File: src/rtl/alu_pkg.sv
// Shared definitions for the ALU issue/writeback stage: FS encodings, instruction
// field positions and the issue FSM state type.
package alu_pkg;

    localparam logic [3:0] FS_ADD  = 4'b0000;
    localparam logic [3:0] FS_SUB  = 4'b0001;
    localparam logic [3:0] FS_AND  = 4'b0010;
    localparam logic [3:0] FS_OR   = 4'b0011;
    localparam logic [3:0] FS_XOR  = 4'b0100;
    localparam logic [3:0] FS_NOT  = 4'b0101;
    localparam logic [3:0] FS_SHL  = 4'b0110;
    localparam logic [3:0] FS_SHR  = 4'b0111;
    localparam logic [3:0] FS_INC  = 4'b1011;
    localparam logic [3:0] FS_DEC  = 4'b1100;
    localparam logic [3:0] FS_PASS = 4'b1111;

    localparam int unsigned FS_MSB = 15;
    localparam int unsigned FS_LSB = 12;
    localparam int unsigned RD_MSB = 11;
    localparam int unsigned RD_LSB = 9;
    localparam int unsigned RA_MSB = 8;
    localparam int unsigned RA_LSB = 6;
    localparam int unsigned RB_MSB = 5;
    localparam int unsigned RB_LSB = 3;

    typedef enum logic [1:0] {
        IDLE = 2'd0,
        EXEC = 2'd1,
        DONE = 2'd2
    } state_e;

    function automatic logic fs_reserved(input logic [3:0] fs);
        return (fs == 4'b1000) || (fs == 4'b1001) || (fs == 4'b1010) ||
               (fs == 4'b1101) || (fs == 4'b1110);
    endfunction

endpackage

File: src/rtl/alu_regfile.sv
// NREG x W register file: two operand read ports, one debug read port and a single
// write port. Entry 0 always reads as zero and ignores writes.
module alu_regfile #(
    parameter int unsigned NREG = 8,
    parameter int unsigned W    = 16
) (
    input  logic                     clk,
    input  logic                     reset,
    input  logic                     i_we,
    input  logic [$clog2(NREG)-1:0]  i_waddr,
    input  logic [W-1:0]             i_wdata,
    input  logic [$clog2(NREG)-1:0]  i_ra_addr,
    output logic [W-1:0]             o_ra_data,
    input  logic [$clog2(NREG)-1:0]  i_rb_addr,
    output logic [W-1:0]             o_rb_data,
    input  logic [$clog2(NREG)-1:0]  i_dbg_addr,
    output logic [W-1:0]             o_dbg_data
);

    logic [W-1:0] r_rf [NREG];

    always_ff @(posedge clk) begin
        if (reset) begin
            for (int i = 0; i < NREG; i++) begin
                r_rf[i] <= '0;
            end
        end else if (i_we && (i_waddr != '0)) begin
            r_rf[i_waddr] <= i_wdata;
        end
    end

    assign o_ra_data  = (i_ra_addr  == '0) ? '0 : r_rf[i_ra_addr];
    assign o_rb_data  = (i_rb_addr  == '0) ? '0 : r_rf[i_rb_addr];
    assign o_dbg_data = (i_dbg_addr == '0) ? '0 : r_rf[i_dbg_addr];

endmodule

File: src/rtl/alu_issue_unit.sv
// Issue/writeback stage ahead of the 16-bit ALU: reads operands, drives A/B/FS from
// registers, then writes the captured result back and tracks a zero flag.
module alu_issue_unit
    import alu_pkg::*;
#(
    parameter int unsigned NREG = 8,
    parameter int unsigned W    = 16
) (
    input  logic                     clk,
    input  logic                     reset,
    input  logic                     instr_valid,
    input  logic [15:0]              instr,
    output logic                     instr_ready,
    input  logic                     wr_en,
    input  logic [$clog2(NREG)-1:0]  wr_addr,
    input  logic [W-1:0]             wr_data,
    output logic [W-1:0]             alu_a,
    output logic [W-1:0]             alu_b,
    output logic [3:0]               alu_fs,
    input  logic [W-1:0]             alu_result,
    output logic                     done,
    output logic                     illegal,
    output logic [W-1:0]             result_q,
    output logic                     zero_flag,
    input  logic [$clog2(NREG)-1:0]  dbg_addr,
    output logic [W-1:0]             dbg_data
);

    localparam int unsigned AW = $clog2(NREG);

    state_e        r_state;
    state_e        w_state_next;
    logic [W-1:0]  r_alu_a;
    logic [W-1:0]  r_alu_b;
    logic [3:0]    r_alu_fs;
    logic [AW-1:0] r_rd;
    logic [W-1:0]  r_result;
    logic          r_zero;

    logic          w_accept;
    logic          w_wb_legal;
    logic          w_we;
    logic [AW-1:0] w_waddr;
    logic [W-1:0]  w_wdata;
    logic [W-1:0]  w_ra_data;
    logic [W-1:0]  w_rb_data;
    logic          w_unused_instr;

    assign w_unused_instr = ^instr[2:0];

    assign w_accept   = (r_state == IDLE) && instr_valid;
    assign w_wb_legal = (r_state == EXEC) && !fs_reserved(r_alu_fs);

    // Host and writeback never share a cycle: host only in IDLE, writeback only in EXEC.
    assign w_we    = ((r_state == IDLE) && wr_en) || (w_wb_legal && (r_rd != '0));
    assign w_waddr = (r_state == IDLE) ? wr_addr : r_rd;
    assign w_wdata = (r_state == IDLE) ? wr_data : alu_result;

    alu_regfile #(
        .NREG (NREG),
        .W    (W)
    ) u_regfile (
        .clk        (clk),
        .reset      (reset),
        .i_we       (w_we),
        .i_waddr    (w_waddr),
        .i_wdata    (w_wdata),
        .i_ra_addr  (instr[RA_MSB:RA_LSB]),
        .o_ra_data  (w_ra_data),
        .i_rb_addr  (instr[RB_MSB:RB_LSB]),
        .o_rb_data  (w_rb_data),
        .i_dbg_addr (dbg_addr),
        .o_dbg_data (dbg_data)
    );

    always_comb begin
        w_state_next = r_state;
        unique case (r_state)
            IDLE:    if (instr_valid) w_state_next = EXEC;
            EXEC:    w_state_next = DONE;
            DONE:    w_state_next = IDLE;
            default: w_state_next = IDLE;
        endcase
    end

    always_ff @(posedge clk) begin
        if (reset) begin
            r_state  <= IDLE;
            r_alu_a  <= '0;
            r_alu_b  <= '0;
            r_alu_fs <= '0;
            r_rd     <= '0;
            r_result <= '0;
            r_zero   <= 1'b1;
        end else begin
            r_state <= w_state_next;
            if (w_accept) begin
                r_alu_a  <= w_ra_data;
                r_alu_b  <= w_rb_data;
                r_alu_fs <= instr[FS_MSB:FS_LSB];
                r_rd     <= instr[RD_MSB:RD_LSB];
            end
            if (w_wb_legal) begin
                r_result <= alu_result;
                r_zero   <= (alu_result == '0);
            end
        end
    end

    assign instr_ready = (r_state == IDLE);
    assign done        = (r_state == DONE);
    assign illegal     = (r_state == DONE) && fs_reserved(r_alu_fs);
    assign alu_a       = r_alu_a;
    assign alu_b       = r_alu_b;
    assign alu_fs      = r_alu_fs;
    assign result_q    = r_result;
    assign zero_flag   = r_zero;

endmodule
File: config.mk
export PLATFORM = sky130hd
export DESIGN_NAME = alu_issue_unit
export DESIGN_NICKNAME = d
export VERILOG_FILES = /design/src/rtl/alu_pkg.sv /design/src/rtl/alu_regfile.sv /design/src/rtl/alu_issue_unit.sv
export SDC_FILE = /design/constraint.sdc
export NUM_CORES = 1
export LEC_CHECK = 0
export ABC_AREA = 0
export BUFFER_PORTS_ARGS = -buffer_cell sky130_fd_sc_hd__buf_2
export CAP_MARGIN = 20
export CELL_PAD_IN_SITES_DETAIL_PLACEMENT = 1
export CELL_PAD_IN_SITES_GLOBAL_PLACEMENT = 2
export CORE_UTILIZATION = 35
export CTS_CLUSTER_DIAMETER = 80
export DETAILED_ROUTE_END_ITERATION = 10
export PLACE_DENSITY = 0.74
export SETUP_SLACK_MARGIN = 0.2
export SYNTH_ARGS = -nofsm -noshare
export SYNTH_HDL_FRONTEND = slang
export SYNTH_SLANG_ARGS = --single-unit
File: constraint.sdc
create_clock -name clk -period 3.8 [get_ports clk]
set_input_delay 0.95 -clock clk [delete_from_list [all_inputs] [get_ports clk]]
set_output_delay 0.95 -clock clk [all_outputs]
set_load 0.05 [all_outputs]
# After elaboration in Yosys (flattened, before gate mapping)
# Memories as Yosys holds them, arrays and structs flattened.
# Cells that the tools add are included.
# totals
reg_bits	58
latch_bits	0
ramBits	128
rom_bits	0
memories	1
# op_classes
n_addsub	0
n_mul	0
div_mod_pow	0
magnitude_cmp	0
eq_ne	8
n_shift	0
mux	15
bitwise_logic	0
reduce_logical	20
# mem_list
name	depth	width	rd	rd_ports_with_merged_regs	write_ports	line_no	source
u_regfile.r_rf	8	16	3	0	8	alu_regfile.sv:20	logic [W-1:0] r_rf [NREG];
# ops
cell	n
$mux 16	5
$eq 4x4->1 const B	5
$logic_not 16->1	1
$reduce_or 16->1	1
$logic_not 3->1	3
$logic_and 1x1->1	6
$mux 1	6
$mux 3	2
$reduce_bool 3->1	2
$logic_or 1x1->1	5
$pmux 2 s2	1
$eq 2x1->1 const B	1
$eq 2x2->1 const B	1
$logic_not 2->1	1
$mux 2	1
$ne 2x2->1 const B	1
$logic_not 1->1	1

# Longest topological paths before layout
# Gate-level depths: netlist (run 1).
# logic_depth
depth_word	15
mapped_depth	7
ltp_nobuf	4

# Modules after synthesis
# Synthesis (run 1) repeated with hierarchy kept, for this count alone.
# unflattened
cells_unflattened	836
hier_area_um2	9570.4
# modules_own_cells
module	n_inst	cells_each	area_per_inst_um2	seq_area_each_um2
alu_regfile	1	570	7262.0	3363.2
alu_issue_unit	1	266	2308.5	1161.1

# Worst setup path before layout (run 1)
# No wires, ideal clock.
# synth_timing
path_type	input -> output
startpoint	in dbg_addr[0]
endpoint	out dbg_data[15]
t_arrival_ns	3.082
t_required_ns	2.850
setup_slack_ns	-0.232
cell_stages	5
path_buffers	3
path_cell_list	clkbuf_1 clkbuf_1 clkbuf_1 a22oi_1 o21ai_0
# synth_between
elab_chain_cells	2
word_cells_on_any_way	3
classes_between	mux: 1; reduce/logical: 1; memory: 1
# synth_rtl
element	line_no	source
from (decl)	alu_issue_unit.sv:25	input logic [$clog2(NREG)-1:0] dbg_addr,
$mem_v2 8x16 or $logic_not 3->1 (tied branches)	--	
$mux 16 *	alu_regfile.sv:34	assign o_dbg_data = (i_dbg_addr == '0) ? '0 : r_rf[i_dbg_addr];
to (decl)	alu_issue_unit.sv:26	output logic [W-1:0] dbg_data
# Every way passes the cells marked *; elsewhere a longest branch is shown, timed or not.

# Worst setup path after layout (run 1)
# layout_timing
startpoint	in dbg_addr[1]
endpoint	out dbg_data[12]
# Same word-level chain as after synthesis.

==> results of run 1 <==
critical path: stages:
cell and delay, ns:
buf_2 0.26, buf_12 0.20, mux2_2 0.35, a221oi_1 0.37
a21oi_2 0.10, buf_2 0.25
synthesized netlist by cell type, drive strengths merged, types with 2 or more instances:
cell type / instances / area (um2)
a221oi: 15 / 131
inv: 16 / 60.1
edfxtp: 112 / 3360
mux2: 18 / 203
o21ai: 4 / 20.0
mux2i: 125 / 1250
o22ai: 30 / 188
or4b: 2 / 20.0
mux4: 20 / 450
a211oi: 17 / 128
a2111oi: 12 / 105
nor2: 124 / 468
nor4: 5 / 31.3
clkbuf: 46 / 173
or3b: 2 / 20.0
dfxtp: 58 / 1160
nand2b: 11 / 68.8
nor2b: 4 / 25.0
o21bai: 3 / 22.5
nand2: 30 / 118
a21oi: 39 / 195
buf: 28 / 208
o211ai: 4 / 50.1
nor3: 98 / 490
power breakdown:
| group | internal [uW] | switching, uW |
|---|---|---|
| clock network | 922 | 777 |
| registers | 2070 | 97.1 |
| logic | 284 | 608 |
| total | 3280 | 1480 |
area by class of cell:
| class | count | area, um2 |
|---|---|---|
| clock inverters | 13 | 134 |
| clock buffers | 19 | 433 |
| inverters | 16 | 60.1 |
| fillers | 2798 | 14700 |
| flip-flops and latches | 170 | 4520 |
| well taps | 330 | 413 |
| repair buffers | 163 | 946 |
| multi-input cells | 574 | 4150 |
| diodes | 1 | 2.50 |
worst min path at each step:
stage                          from         to  slack (ns)  depth (start not counted)
after floorplan             r_rd[0]    r_rd[0]        0.46                          2
after global routing      alu_b[13]  alu_b[13]        0.49                          2
after detailed placement  alu_b[13]  alu_b[13]        0.46                          2
after CTS                 alu_b[13]  alu_b[13]        0.47                          2
final                     alu_b[13]  alu_b[13]        0.46                          2
after global placement    alu_b[13]  alu_b[13]        0.45                          2
state kept, by name (all words and copies together), names as in the netlist:
signal / cells
alu_fs: 4
r_state: 2
alu_a: 16
zero_flag: 1
alu_b: 16
u_regfile.r_rf: 112
result_q: 16
r_rd: 3
cell families (layout without fill, tap and decap cells):
kind of cell / Yosys count / after routing / share of synthesized area, %
multiplexers: 163 / 163 / 21.0
AND/OR/NAND/NOR: 282 / 282 / 14.3
AO/OA/AOI/OAI: 129 / 129 / 9.90
flip-flops: 170 / 170 / 49.9
other: 0 / 1 / 0
buffers and inverters: 90 / 211 / 4.86
stage by stage:
stage,utilization [%],area [um2],worst slack (ns)
2_1_floorplan,-,9100,0.143
3_3_place_gp,39.9,10100,0.450
3_5_place_dp,39.9,10100,0.409
4_1_cts,42.1,10700,0.348
5_1_grt,42.1,10700,0.290
6_report,42.1,10700,0.360
metal layers:
| metal | GRT usage [%] | wire, um | vias to the layer above |
|---|---|---|---|
| met5 | 0 | 0 | - |
| met4 | 6.16 | 420 | 0 |
| met3 | 4.63 | 1880 | 24 |
| met2 | 30.4 | 11400 | 240 |
| met1 | 33.9 | 14200 | 3463 |
| li1 | - | - | 3343 |
==> results.yml, run 1 <==
setup_path:
  crit_path_start_kind: "input pin"
  cp-endpoint: "dbg_data[12]"
  path_class: "in -> out"
  startpoint: "dbg_addr[1]"
  cp.arrival_ns: 2.49
  crit_path_max_fanout: 16
  cp.required_ns: 2.85
  r2r_setup_slack_ns: 1.25
  r2r-end: "u_regfile.r_rf[1][5]"
  end_kind: "primary output"
  reg2reg_depth: 6
  r2r_start: "r_state[1]"
logic_synthesis:
  syn_nets: 892
  synth_edf_count: 112
  ys_ff_latch: 170
  yosys_warnings: 0
  synth_cells: 834
  ys.flop_type: "edfxtp_1"
  syn_area_um2: 9060
  avgSynthCellArea_um2: 10.9
  synthArstFlopShare_pct: 0
  yosysSeqAreaShare_pct: 49.9
  synth.distinct_cells: 41
timing:
  setup_viol: 0
  final_max_slew_viol_count: 0
  finalHoldViolCount: 0
  tightest_slew_ns: 0.822
  min_period_over_period_pct: 90.5
  max_freq_ghz: 0.291
  rsz0062_at_grt: "no"
  fin_skew_ns: 0.0107
  relSlewSlack_pct: 43.6
  hold_slack_ns: 0.462
  tns_ns: 0
  period_needed_ns: 3.44
clocking:
  cts_resized: 0
  cts_tree: "yes"
  clk_pin_slew_worst_paths_ns: 0.07
  post_cts_buffers: 0
  cts_buffer_depth: 2
  cts_root_buf: "clkbuf_16"
  hold_buffers: 0
  cts_buffers: 17
  clk_latency_ns: 0.44
  h-tree-depth: 4
  clock-sinks: 170
hold_path:
  hold_path_class: "reg -> reg"
final_layout:
  final_cells: 1286
  layout_commonest_cell: "buf_2"
  fin_nets: 1000
  mostFrequentLayoutCells: "buf_2 (126), mux2i_1 (125), nor2_1 (122), edfxtp_1 (112), nor3_1 (98)"
  final_layout_size_suffix_gt1_share_pct: 26.9
  areaGrowthSynthToFinish_pct: 17.7
drt:
  drt_iter0_drc: 566
  viasPerCell: 5.50
  remaining_drc_errors: 0
  wl_per_cell_um: 21.7
  antenna_left: 0
  route.vias.total: 7070
  wirelength_um: 27900
  drtPass1Iterations: 5
die:
  coreArea_um2: 25300
  start_util_pct: 35.8
  rows: 58
  dieArea_um2: 26500
  io_pins: 130
  chipHeight_um: 163
  die-width_um: 163
power_and_ir_drop:
  power_uw: 4760
  vdd_drop_max_uv: 323
  p_per_area_nw_per_um2: 447
  p_leak_uw: 0.00424
global_route:
  grt_pass1_vias: 7093
  antenna_found_initial: 0
  grt_use_total_pct: 22.0
  grt.overflow.total: 0
  grt_pass1_wl_um: 43900
  grt_max_degree: 65
placed_design:
  gp_congestion: 0.880
  place_hpwl_um: 20900
  place.port_buffers: 126
  post-place-cells: 1253
job:
  maxCapViolCount: 0
status:
  status: "finished clean"
(Power assumes the default switching activity.)
==> run 2, diff against run 1 <==
--- a/config.mk
+++ b/config.mk
@@ -10,11 +10,13 @@
 export CAP_MARGIN = 20
 export CELL_PAD_IN_SITES_DETAIL_PLACEMENT = 1
 export CELL_PAD_IN_SITES_GLOBAL_PLACEMENT = 2
+export CORE_ASPECT_RATIO = 2
 export CORE_UTILIZATION = 35
 export CTS_CLUSTER_DIAMETER = 80
 export DETAILED_ROUTE_END_ITERATION = 10
-export PLACE_DENSITY = 0.74
+export PLACE_DENSITY = 0.73
 export SETUP_SLACK_MARGIN = 0.2
 export SYNTH_ARGS = -nofsm -noshare
 export SYNTH_HDL_FRONTEND = slang
+export SYNTH_HIERARCHICAL = 1
 export SYNTH_SLANG_ARGS = --single-unit
==> run 2 against run 1 <==
Net effect:
- via count is 3.2% higher
- power grew 2.5%
- setup slack lost 0.034 ns
- critical path depth is the same
- largest cell class is now multi-input combinational cells
- highest routed layer is now met5
==> results.yml, run 2 <==
timing:
  tns_ns: 0
  final_max_slew_viol_count: 0
  period_needed_ns: 3.47
  worst_slack_ns: 0.326
  max_freq_ghz: 0.288
  setup_viol: 0
  rsz0062_at_grt: "no"
  fin_skew_ns: 0.00962
  relSlewSlack_pct: 36.0
  finalHoldViolCount: 0
  min_period_over_period_pct: 91.4
  tightest_slew_ns: 0.956
setup_path:
  path_class: "in -> out"
  cp.required_ns: 2.85
  startpoint: "dbg_addr[1]"
  r2r_start: "alu_fs[0]"
  crit_path_max_fanout: 11
  crit_path_start_kind: "input pin"
  reg2reg_depth: 9
  r2r-end: "u_regfile/r_rf[2][10]"
  cp-endpoint: "dbg_data[6]"
  r2r_setup_slack_ns: 0.98
  end_kind: "primary output"
  cp.arrival_ns: 2.52
drt:
  wirelength_um: 32200
  antenna_left: 0
  viasPerCell: 5.56
  top_layer_used: "met5"
  remaining_drc_errors: 0
  wl_met3_um: 1200
  drt_iter0_drc: 317
  met2WireLength_um: 17600
  met1_length_um: 12100
  route.vias.total: 7298
  wl_per_cell_um: 24.5
  drtPass1Iterations: 4
clocking:
  clk_latency_ns: 0.45
  h-tree-depth: 4
  cts_root_buf: "clkbuf_16"
  cts_tree: "yes"
  clk_pin_slew_worst_paths_ns: 0.07
  clock-sinks: 170
  hold_buffers: 0
  cts_buffer_depth: 2
  cts_buffers: 17
status:
  status: "finished clean"
global_route:
  antenna_found_initial: 2
  grt_max_degree: 51
  grt.overflow.total: 0
  grt_use_total_pct: 23.6
  grt_pass1_vias: 7857
  grt_pass1_wl_um: 48100
final_layout:
  top_register: "u_regfile/r_rf"
  fill_cells: 2938
  final_layout_size_suffix_gt1_share_pct: 29.6
  mostFrequentLayoutCells: "buf_2 (114), and2_1 (114), edfxtp_1 (112), mux2i_1 (96), nand2_1 (85)"
  ff_latch_area_um2: 4520
  largest_reg_flops: 112
  areaGrowthSynthToFinish_pct: 18.8
  multiInputGateArea_um2: 4650
  diodes: 0
  fin_nets: 1010
die:
  rows: 85
  die-width_um: 119
  coreArea_um2: 26900
  io_pins: 130
  dieArea_um2: 28000
  start_util_pct: 35.6
  chipHeight_um: 236
logic_synthesis:
  synth_most_common_cell: "and2_1"
  avgSynthCellArea_um2: 11.4
  synthSimpleGateAreaFrac_pct: 15.6
  synth-adder-area-share_pct: 0
  ys_ff_latch: 170
  synth_top_family_by_area: "multiplexers"
  ys_top_cells_by_count: "and2_1 (115), edfxtp_1 (112), mux2i_1 (96), nand2_1 (86), dfxtp_1 (58)"
  yosys_warnings: 6
  synthMuxAreaShare_pct: 17.9
  synth_compound_area_share_pct: 14.2
  synth_top_cell_by_area: "edfxtp_1"
  synth_cells: 836
  yosysSeqAreaShare_pct: 47.3
  ys.flop_type: "edfxtp_1"
  syn_area_um2: 9570
  syn_nets: 894
  synth.distinct_cells: 39
  synth_edf_count: 112
  synth-xor-area-share_pct: 0
  synthArstFlopShare_pct: 0
  synth_top_area_share_pct: 35.1
  synthTopCellsByArea: "edfxtp_1 (35%), dfxtp_1 (12%), mux2i_1 (10%)"
power_and_ir_drop:
  intPower_uw: 3380
  p_per_area_nw_per_um2: 429
  seq_power_share_pct: 43.7
  p_comb_share_pct: 19.7
  vdd_drop_max_uv: 287
  p_leak_uw: 0.00455
  swShare_pct: 30.8
  clock_power_share_pct: 36.6
  p_switching_uw: 1510
placed_design:
  post-place-ws_ns: 0.281
  place.port_buffers: 126
  gp_congestion: 0.761
  place_hpwl_um: 21800
hold_path:
  hold_path_class: "reg -> reg"
job:
  maxCapViolCount: 0
run 2: changes by cell type after synthesis, moves of 20 or more:
cell | before | now
clkbuf_1 | 46 | 21
nand2_1 | 28 | 86
a221oi_1 | 15 | 47
mux2i_1 | 125 | 96
mux2_1 | 0 | 42
nor2_1 | 123 | 22
nor3_1 | 98 | 0
mux4_2 | 20 | 0
a221oi_2 | 0 | 28
o22ai_1 | 30 | 0
and2_1 | 0 | 115
run 2: worst min-delay path by stage:
stage               cells past startpoint   endpoint  slack, ns       from
finish                                  2   alu_a[0]       0.45   alu_a[0]
global route                            2   alu_a[0]       0.48   alu_a[0]
CTS                                     2   alu_a[0]       0.46   alu_a[0]
detailed placement                      2   alu_a[0]       0.45   alu_a[0]
global placement                        2  alu_a[14]       0.44  alu_a[14]
floorplan                               2    r_rd[2]       0.45    r_rd[2]
run 2: worst max-delay path, cell delays in order:
cell      delay [ns]
buf_2           0.29
nor2b_1         0.23
buf_4           0.30
a221oi_2        0.12
a311oi_2        0.44
buf_12          0.20
run 2: logic make-up (layout without fill, tap and decap cells):
family | Yosys count | in the layout
flip-flops | 170 | 170
AND/OR/NAND/NOR | 272 | 272
AO/OA/AOI/OAI | 156 | 156
multiplexers | 163 | 163
buffers and inverters | 75 | 204
run 2: power by group through the flow:
stage               Sequential [uW]  Clock (uW)  Combinational [uW]
floorplan                      2280           0                 523
global placement               2170           0                 958
detailed placement             2180           0                 968
CTS                            2130        1840                 970
global route                   2140        1900                1020
finish                         2130        1790                 963
run 2: layout make-up:
| type | instances | share of cell area (%) |
|---|---|---|
| Inverter | 2 | 0.0660 |
| Timing Repair Buffer | 170 | 10.3 |
| Multi-Input combinational cell | 591 | 40.9 |
| Tap cell | 348 | 3.83 |
| Clock buffer | 17 | 3.74 |
| Sequential cell | 170 | 39.8 |
| Clock inverter | 15 | 1.45 |
run 2: routing by layer:
| layer | up-vias | GRT usage, % |
|---|---|---|
| li1 | 3352 | - |
| met1 | 3658 | 25.5 |
| met2 | 214 | 43.8 |
| met3 | 70 | 4.01 |
| met4 | 4 | 11.5 |
| met5 | - | 0 |
run 2: repair_timing:
action | CTS | global route
gates resized for setup | 0 | 2
hold endpoints to repair | 0 | 0
buffers inserted | 0 | 0
setup endpoints to repair | 0 | 1
run 2: metrics by stage:
step,util [%],area [um2],power [uW],hold WS [ns],instances
floorplan,-,9630,2800,0.447,836
global placement,40.0,10800,3130,0.442,1281
detailed placement,40.0,10800,3140,0.445,1281
CTS,42.2,11400,4940,0.455,1313
global route,42.3,11400,5070,0.476,1313
finish,42.3,11400,4880,0.451,1313
==> run 3, diff against run 2 <==
--- a/config.mk
+++ b/config.mk
@@ -8,14 +8,11 @@
 export ABC_AREA = 0
 export BUFFER_PORTS_ARGS = -buffer_cell sky130_fd_sc_hd__buf_2
 export CAP_MARGIN = 20
-export CELL_PAD_IN_SITES_DETAIL_PLACEMENT = 1
-export CELL_PAD_IN_SITES_GLOBAL_PLACEMENT = 2
 export CORE_ASPECT_RATIO = 2
 export CORE_UTILIZATION = 35
 export CTS_CLUSTER_DIAMETER = 80
 export DETAILED_ROUTE_END_ITERATION = 10
-export PLACE_DENSITY = 0.73
-export SETUP_SLACK_MARGIN = 0.2
+export PLACE_DENSITY = 0.52
 export SYNTH_ARGS = -nofsm -noshare
 export SYNTH_HDL_FRONTEND = slang
 export SYNTH_HIERARCHICAL = 1
==> run 3 against run 2 <==
Net effect:
- sequential share of layout area up 0.20 points
- first-iteration DRC count grew 27%
- global-route usage down 0.83 points
- die area did not move
- clock power grew 3%
- power rose by 0.81%
- utilization is 0.21 points lower
- critical path depth stayed put
- combinational power fell by 2%
- wire length decreased by 2.9%
- setup slack improved by 0.0025 ns
- via count fell by 1.6%
- critical endpoint is now dbg_data[0]
- largest cell class unchanged
- largest power group unchanged
- highest routed layer unchanged
==> results.yml, run 3 (synthesized netlist as in run 2, its figures left out) <==
final_layout:
  fin_nets: 1005
  diodes: 0
  final_layout_size_suffix_gt1_share_pct: 28.0
  final_cells: 1308
  largest_reg_flops: 112
  mostFrequentLayoutCells: "buf_2 (117), and2_1 (114), edfxtp_1 (112), mux2i_1 (96), nand2_1 (85)"
  top_register: "u_regfile/r_rf"
  layout_commonest_cell: "buf_2"
  utilization_pct: 42.1
  areaGrowthSynthToFinish_pct: 18.3
clocking:
  clk_latency_ns: 0.44
  cts_buffer_depth: 2
  cts_root_buf: "clkbuf_16"
  hold_buffers: 0
  post_cts_buffers: 0
  cts_resized: 0
  clock-sinks: 170
  cts_buffers: 17
  h-tree-depth: 4
  cts_tree: "yes"
  clk_pin_slew_worst_paths_ns: 0.07
die:
  coreArea_um2: 26900
  dieArea_um2: 28000
  rows: 85
  chipHeight_um: 236
  start_util_pct: 35.6
  die-width_um: 119
  io_pins: 130
power_and_ir_drop:
  seq_power_share_pct: 43.3
  p_per_area_nw_per_um2: 435
  swShare_pct: 30.0
  clock_power_share_pct: 37.4
  p_switching_uw: 1480
  vdd_drop_max_uv: 271
  p_leak_uw: 0.00454
  p_comb_share_pct: 19.2
  intPower_uw: 3450
global_route:
  grt.overflow.total: 0
  grt_max_degree: 44
  grt_pass1_vias: 7427
  grt_use_total_pct: 22.8
  antenna_found_initial: 1
  grt_pass1_wl_um: 46000
hold_path:
  hold_path_class: "reg -> reg"
  worstHoldStart: "alu_b[12]"
timing:
  relSlewSlack_pct: 35.9
  period_needed_ns: 3.47
  finalHoldViolCount: 0
  tns_ns: 0
  min_period_over_period_pct: 91.4
  rsz0062_at_grt: "no"
  final_max_slew_viol_count: 0
  setup_viol: 0
  fin_skew_ns: 0.00799
  max_freq_ghz: 0.288
  tightest_slew_ns: 0.958
  worst_slack_ns: 0.328
setup_path:
  cp.required_ns: 2.85
  crit_path_start_kind: "input pin"
  startpoint: "dbg_addr[1]"
  end_kind: "primary output"
  crit_path_max_fanout: 21
  path_class: "in -> out"
  r2r_start: "alu_fs[0]"
  cp.arrival_ns: 2.52
drt:
  drtPass1Iterations: 5
  viasPerCell: 5.49
  antenna_left: 0
  remaining_drc_errors: 0
  route.vias.total: 7178
  wirelength_um: 31300
  drt_iter0_drc: 403
  wl_per_cell_um: 23.9
placed_design:
  place.port_buffers: 126
  gp_congestion: 0.784
  post-place-cells: 1276
  place_hpwl_um: 21000
  post-place-ws_ns: 0.304
status:
  status: "finished clean"
job:
  maxCapViolCount: 0
-- run 3: cell types whose count changed in the layout (fill, tap and decap cells not counted), moves of 3 or more --
| cell | previous run | this run |
|---|---|---|
| a311oi_1 | 6 | 16 |
| a311oi_2 | 10 | 0 |
| buf_4 | 41 | 31 |
| buf_12 | 14 | 17 |
| buf_2 | 114 | 117 |
-- run 3: worst paths after layout --
check / endpoint / cells after the start / slack (ns)
max: dbg_data[0] / 6 / 0.33
min: alu_b[12] / 2 / 0.45
max reg2reg: u_regfile/r_rf[7][6] / 8 / 1.00
min reg2reg: alu_b[12] / 2 / 0.45
-- run 3: worst max-delay path, cell delays in order --
cell,delay [ns]
buf_2,0.23
buf_12,0.22
mux2_1,0.33
a221oi_1,0.43
a311oi_1,0.16
buf_12,0.19
-- run 3: stage by stage --
stage	instance area, um2	hold slack (ns)	power (uW)
floorplan	9570	0.447	2790
global placement	10700	0.443	3120
detailed placement	10700	0.447	3130
CTS	11300	0.457	4970
global route	11300	0.468	5100
finish	11300	0.454	4920
-- run 3: per-layer routing --
layer  up-vias  wire, um  global-route usage, %
li1       3347         -                      -
met1      3533     11900                   25.0
met2       229     16800                   41.8
met3        67      1270                   3.43
met4         2      1320                   11.8
met5         -         8                      0
-- run 3: layout make-up --
class / count / area [um2]
Fill cell: 2590 / 15600
Multi-Input combinational cell: 591 / 4580
Sequential cell: 170 / 4520
Timing Repair Buffer: 165 / 1160
Clock buffer: 19 / 443
Tap cell: 348 / 435
Clock inverter: 13 / 164
Inverter: 2 / 7.51
-- run 3: power by group through the flow --
| stage | Combinational (uW) | Sequential (uW) | Clock (uW) |
|---|---|---|---|
| 5_1_grt | 1000 | 2140 | 1950 |
| 2_1_floorplan | 514 | 2280 | 0 |
| 3_5_place_dp | 954 | 2170 | 0 |
| 3_3_place_gp | 951 | 2170 | 0 |
| 4_1_cts | 956 | 2130 | 1880 |
| 6_report | 947 | 2130 | 1840 |
